[src/rtl/uart_rx_sampler.sv]
// uart_rx_sampler: 8N1 serial receiver with a one-entry holding register.
// RxD is synchronised through two flops. A start bit is confirmed at mid-bit,
// and every later bit is sampled one full bit period after the previous one.
// Status flags are sticky until the host pulses Read.
module uart_rx_sampler #(
  parameter int BitClocks = 10416,  // clock cycles per bit; even and >= 4
  parameter int CountBits = 14      // 2**CountBits must exceed BitClocks
) (
  input  logic       Clock,
  input  logic       MR,
  input  logic       RxD,
  input  logic       Read,
  output logic [7:0] RxData,
  output logic       DataValid,
  output logic       FramingError,
  output logic       Overrun,
  output logic       Busy
);

  // Counter value at the middle of the start bit, and at the end of a full bit.
  localparam logic [CountBits-1:0] HalfLast = CountBits'(BitClocks / 2 - 1);
  localparam logic [CountBits-1:0] BitLast  = CountBits'(BitClocks - 1);

  typedef enum logic [2:0] {
    S_IDLE,
    S_START,
    S_DATA,
    S_STOP,
    S_WAITHIGH
  } state_t;

  state_t               state_q;
  logic                 rx_meta_q;
  logic                 rxs_q;
  logic [CountBits-1:0] cnt_q;
  logic [CountBits-1:0] cnt_d;
  logic [2:0]           bit_idx_q;
  logic [7:0]           shift_q;
  logic [7:0]           rx_data_q;
  logic                 data_valid_q;
  logic                 framing_error_q;
  logic                 overrun_q;
  logic                 busy_q;

  assign cnt_d = cnt_q + CountBits'(1);

  // Two-flop synchroniser for the asynchronous serial line; idles high.
  always_ff @(posedge Clock or posedge MR) begin
    if (MR) begin
      rx_meta_q <= 1'b1;
      rxs_q     <= 1'b1;
    end else begin
      rx_meta_q <= RxD;
      rxs_q     <= rx_meta_q;
    end
  end

  // Frame recovery FSM, holding register, and status flags.
  always_ff @(posedge Clock or posedge MR) begin
    if (MR) begin
      state_q         <= S_IDLE;
      cnt_q           <= '0;
      bit_idx_q       <= 3'd0;
      shift_q         <= 8'h00;
      rx_data_q       <= 8'h00;
      data_valid_q    <= 1'b0;
      framing_error_q <= 1'b0;
      overrun_q       <= 1'b0;
      busy_q          <= 1'b0;
    end else begin
      // Busy is a registered decode of the current state.
      busy_q <= (state_q != S_IDLE);

      // A host read clears the status. The accept and framing-error
      // assignments below come later, so they win in the same cycle.
      if (Read) begin
        data_valid_q    <= 1'b0;
        framing_error_q <= 1'b0;
        overrun_q       <= 1'b0;
      end

      case (state_q)
        S_IDLE: begin
          if (!rxs_q) begin
            state_q <= S_START;
            cnt_q   <= '0;
          end
        end

        S_START: begin
          if (cnt_q == HalfLast) begin
            if (!rxs_q) begin
              state_q   <= S_DATA;
              cnt_q     <= '0;
              bit_idx_q <= 3'd0;
            end else begin
              // The line went high again before mid-bit: this was a glitch.
              state_q <= S_IDLE;
            end
          end else begin
            cnt_q <= cnt_d;
          end
        end

        S_DATA: begin
          if (cnt_q == BitLast) begin
            // Data arrives LSB first, so shift right and insert at the MSB.
            shift_q <= {rxs_q, shift_q[7:1]};
            cnt_q   <= '0;
            if (bit_idx_q == 3'd7) begin
              state_q <= S_STOP;
            end else begin
              bit_idx_q <= bit_idx_q + 3'd1;
            end
          end else begin
            cnt_q <= cnt_d;
          end
        end

        S_STOP: begin
          if (cnt_q == BitLast) begin
            cnt_q <= '0;
            if (rxs_q) begin
              state_q <= S_IDLE;
              if (!data_valid_q || Read) begin
                rx_data_q    <= shift_q;
                data_valid_q <= 1'b1;
              end else begin
                // The unread byte is kept and the new byte is dropped.
                overrun_q <= 1'b1;
              end
            end else begin
              framing_error_q <= 1'b1;
              state_q         <= S_WAITHIGH;
            end
          end else begin
            cnt_q <= cnt_d;
          end
        end

        S_WAITHIGH: begin
          // Hold here through a break so it reports only one framing error.
          if (rxs_q) begin
            state_q <= S_IDLE;
          end
        end

        default: begin
          state_q <= S_IDLE;
        end
      endcase
    end
  end

  assign RxData       = rx_data_q;
  assign DataValid    = data_valid_q;
  assign FramingError = framing_error_q;
  assign Overrun      = overrun_q;
  assign Busy         = busy_q;

endmodule

[config.mk]
export PLATFORM = sky130hd
export DESIGN_NAME = uart_rx_sampler
export DESIGN_NICKNAME = d
export VERILOG_FILES = /design/src/rtl/uart_rx_sampler.sv
export SDC_FILE = /design/constraint.sdc
export NUM_CORES = 1
export LEC_CHECK = 0
export BUFFER_PORTS_ARGS = -buffer_cell sky130_fd_sc_hd__buf_4
export CORE_ASPECT_RATIO = 1.75
export CORE_MARGIN = 10
export CORE_UTILIZATION = 41
export DETAILED_ROUTE_END_ITERATION = 8
export SETUP_SLACK_MARGIN = 0.5
export SLEW_MARGIN = 0
export SYNTH_ARGS = -nofsm -noshare
export SYNTH_HDL_FRONTEND = slang
export SYNTH_SLANG_ARGS = --single-unit
[constraint.sdc]
create_clock -name Clock -period 2.45 [get_ports Clock]
set_input_delay 0.245 -clock Clock [delete_from_list [all_inputs] [get_ports Clock]]
set_output_delay 0.245 -clock Clock [all_outputs]
set_load 0.02 [all_outputs]
==> results.ini <==
[route]
viasPerCell=5.82
vias=1578
drcViolationCount=0
dr.max_layer_used=met4
drt_iter0_drc=42
totalWireLength_um=4520
m1WireLength_um=1670
antenna_left=0
wl_met3_um=179
first_pass_iters=5
wl_per_cell_um=16.7
dr_wl_met2_um=2520

[finish]
finalNetCount=223
design_area_um2=2450
drive_above_1_share_pct=35.9
antennaDiodeCount=0
area_growth_pct=18.6

[worst_setup_path]
path_cells=or3b_4, nor4_4, buf_4, o32ai_4, buf_6, a41oi_1, a31oi_1
cp-end-kind=flip-flop
worst_path_max_delay_cell=dfrtp_2
cp_num_buf_inv=2
cp.depth=7
endpoint=cnt_q[11]$_DFFE_PP0P_
reg2reg_depth=7
cp_max_fo=13
worstPathRequired_ps=2620
rr_endpoint=cnt_q[11]$_DFFE_PP0P_
critPathMaxStageDelay_ps=450
reg2reg_from=cnt_q[3]$_DFFE_PP0P_
critical_path_class=reg2reg
cp_top_family=simple AND/OR/NAND/NOR gates
start_kind=flip-flop
critPathArrivalTime_ps=2110
startpoint=cnt_q[3]$_DFFE_PP0P_
r2r_slack_ps=510

[synth]
synth_edf_count=0
synth_nets=194
synth_cell_types=42
seq_area_frac_synth_pct=51.1
yosys-top-cells-count=40 x dfrtp_1, 17 x mux2_2, 14 x nand2_1, 12 x a31oi_1, 11 x nor2_1
synth_top_area_share_pct=48.5
syn-mean-instance-area_um2=11.0
yosysTopAreaCell=dfrtp_1
synth_seq_cells=42
yosysMostFrequentCell=dfrtp_1
yosysWarnings=0
netlist_area_um2=2060
ys.flop_type=dfrtp_1
syn-instance-count=187
async_flop_share_pct=100
ys_top_cells_by_area=dfrtp_1 49%, mux2_2 9.3%, a31oi_1 3.6%

[place]
placed_cell_area_um2=2180
io_buffer_count=15
gp_congestion=0.856
dp_hpwl_um=3060

[global_routing]
first_global_vias=1558
grt_pass1_wl_um=7340
grt_usage_pct=10.9
grt_max_degree=43
overflow=0
antenna_found_initial=0

[cts]
cts_sinks=42
root_buffer=clkbuf_8
clk_latency_ps=300
htree_levels=2
cts_tree=built
clk_pin_slew_ps=80
cts-hold-fix-buffers=0
cts_buffer_depth=2
cts_inserted_buffers=5

[job]
cap_violations=0

[pwr]
p_int_mw=1.01
switchingPower_mw=0.247
p_leak_nw=1.14
peakVddDrop_mv=0.431
clkPwrFrac_pct=42.7
seq_power_share_pct=55.7
pwr-share-comb_pct=1.7
p_per_area_nw_per_um2=512
switching_share_pct=19.7

[timing]
skew_ps=8.36
hold_viol_final=0
hold_slack_ps=56.0
max-slew-margin-rel_pct=65.3
fmax_mhz=516
final-setup-viol-count=0
tightest_slew_ps=521
rsz0062_at_grt=yes
drv_slew=0
finalCritPeriodShare_pct=79.0
period_minus_slack_ps=1940
setup_tns_ps=0

[floorplanning]
core.rowCount=34
io_pins=16
start_util_pct=41.8
dieHeight_um=114
die_area_um2=8380
core-area_um2=4930
die_x_um=73.6

[min_path]
hold_path_class=in2reg

[status]
status=completed

==> how the worst min path moves through the flow <==
stage                              from                  end  cells after the start
floorplan                           RxD  rx_meta_q$_DFF_PP1_                      0
global placement    rx_meta_q$_DFF_PP1_      rxs_q$_DFF_PP1_                      0
detailed placement  rx_meta_q$_DFF_PP1_      rxs_q$_DFF_PP1_                      0
CTS                                 RxD  rx_meta_q$_DFF_PP1_                      1
global route                        RxD  rx_meta_q$_DFF_PP1_                      1
finish                              RxD  rx_meta_q$_DFF_PP1_                      1
==> stage by stage <==
step	utilization [%]	total power, mW	cells	worst slack [ps]
after global placement	44.2	0.732	249	260
final	49.6	1.25	271	514
after CTS	47.6	1.27	262	494
after floorplan	-	0.722	187	609
after detailed placement	44.2	0.732	249	153
after global routing	49.6	1.30	271	465
==> worst reg2reg max path: cells and delay by family, from the launching register on <==
kind                   cells  cell delay (ps)
AND/OR/NAND/NOR            2              650
flip-flops                 1              450
AO/OA/AOI/OAI              3              340
buffers and inverters      2              360
==> repair_timing <==
item | 4_1_cts | 5_1_grt
cloned | 0 | 1
setup buffers | 5 | 8
hold endpoints to repair | 0 | 0
setup endpoints to repair | 25 | 33
pin swaps | 4 | 5
gates resized for setup | 5 | 10
==> area by class of cell <==
class | instances | area, um2
clock buffers | 7 | 76.3
inverters | 9 | 33.8
clock inverters | 1 | 30.0
multi-input cells | 128 | 950
repair buffers | 30 | 229
fillers | 430 | 2490
well taps | 54 | 67.6
flip-flops and latches | 42 | 1060
==> layer usage <==
layer | global-route usage (%) | up-vias
li1 | - | 738
met1 | 11.3 | 782
met2 | 19.3 | 46
met3 | 2.43 | 12
met4 | 5.99 | 0
met5 | 0 | -
==> power groups by stage <==
stage | Combinational (mW) | Sequential [mW] | Clock [mW]
after global placement | 0.0209 | 0.711 | 0
after floorplan | 0.0120 | 0.710 | 0
after global routing | 0.0243 | 0.697 | 0.575
final | 0.0209 | 0.697 | 0.534
after CTS | 0.0215 | 0.697 | 0.554
after detailed placement | 0.0213 | 0.711 | 0
==> cells by family (layout without fill, tap and decap cells) <==
group / after synthesis / after routing / share of synthesized area (%)
AO/OA/AOI/OAI: 42 / 42 / 12.9
XOR/XNOR: 1 / 1 / 0.425
adder cells (fa/ha/maj): 3 / 3 / 1.82
buffers and inverters: 18 / 47 / 5.28
flip-flops: 42 / 42 / 51.1
multiplexers: 18 / 18 / 9.77
AND/OR/NAND/NOR: 63 / 64 / 18.8
==> flip-flops by register name, summed over array words and instances, names as in the netlist <==
register / cells
Busy: 1
state_q: 3
FramingError: 1
rx_meta_q: 1
DataValid: 1
RxData: 8
shift_q: 8
Overrun: 1
rxs_q: 1
cnt_q: 14
bit_idx_q: 3
==> cell usage in the layout (no fill, tap or decap), drive strengths merged, types with 4 or more instances in the layout <==
master,instances
dfrtp,40
buf,30
mux2,17
nand2,15
a31oi,12
nor2,11
o21ai,11
inv,9
a21oi,9
clkbuf,7
nand3,6
nor3,5
a22o,4
or2,4
nand4,4
Note: power is estimated with default switching activity, not from simulation.
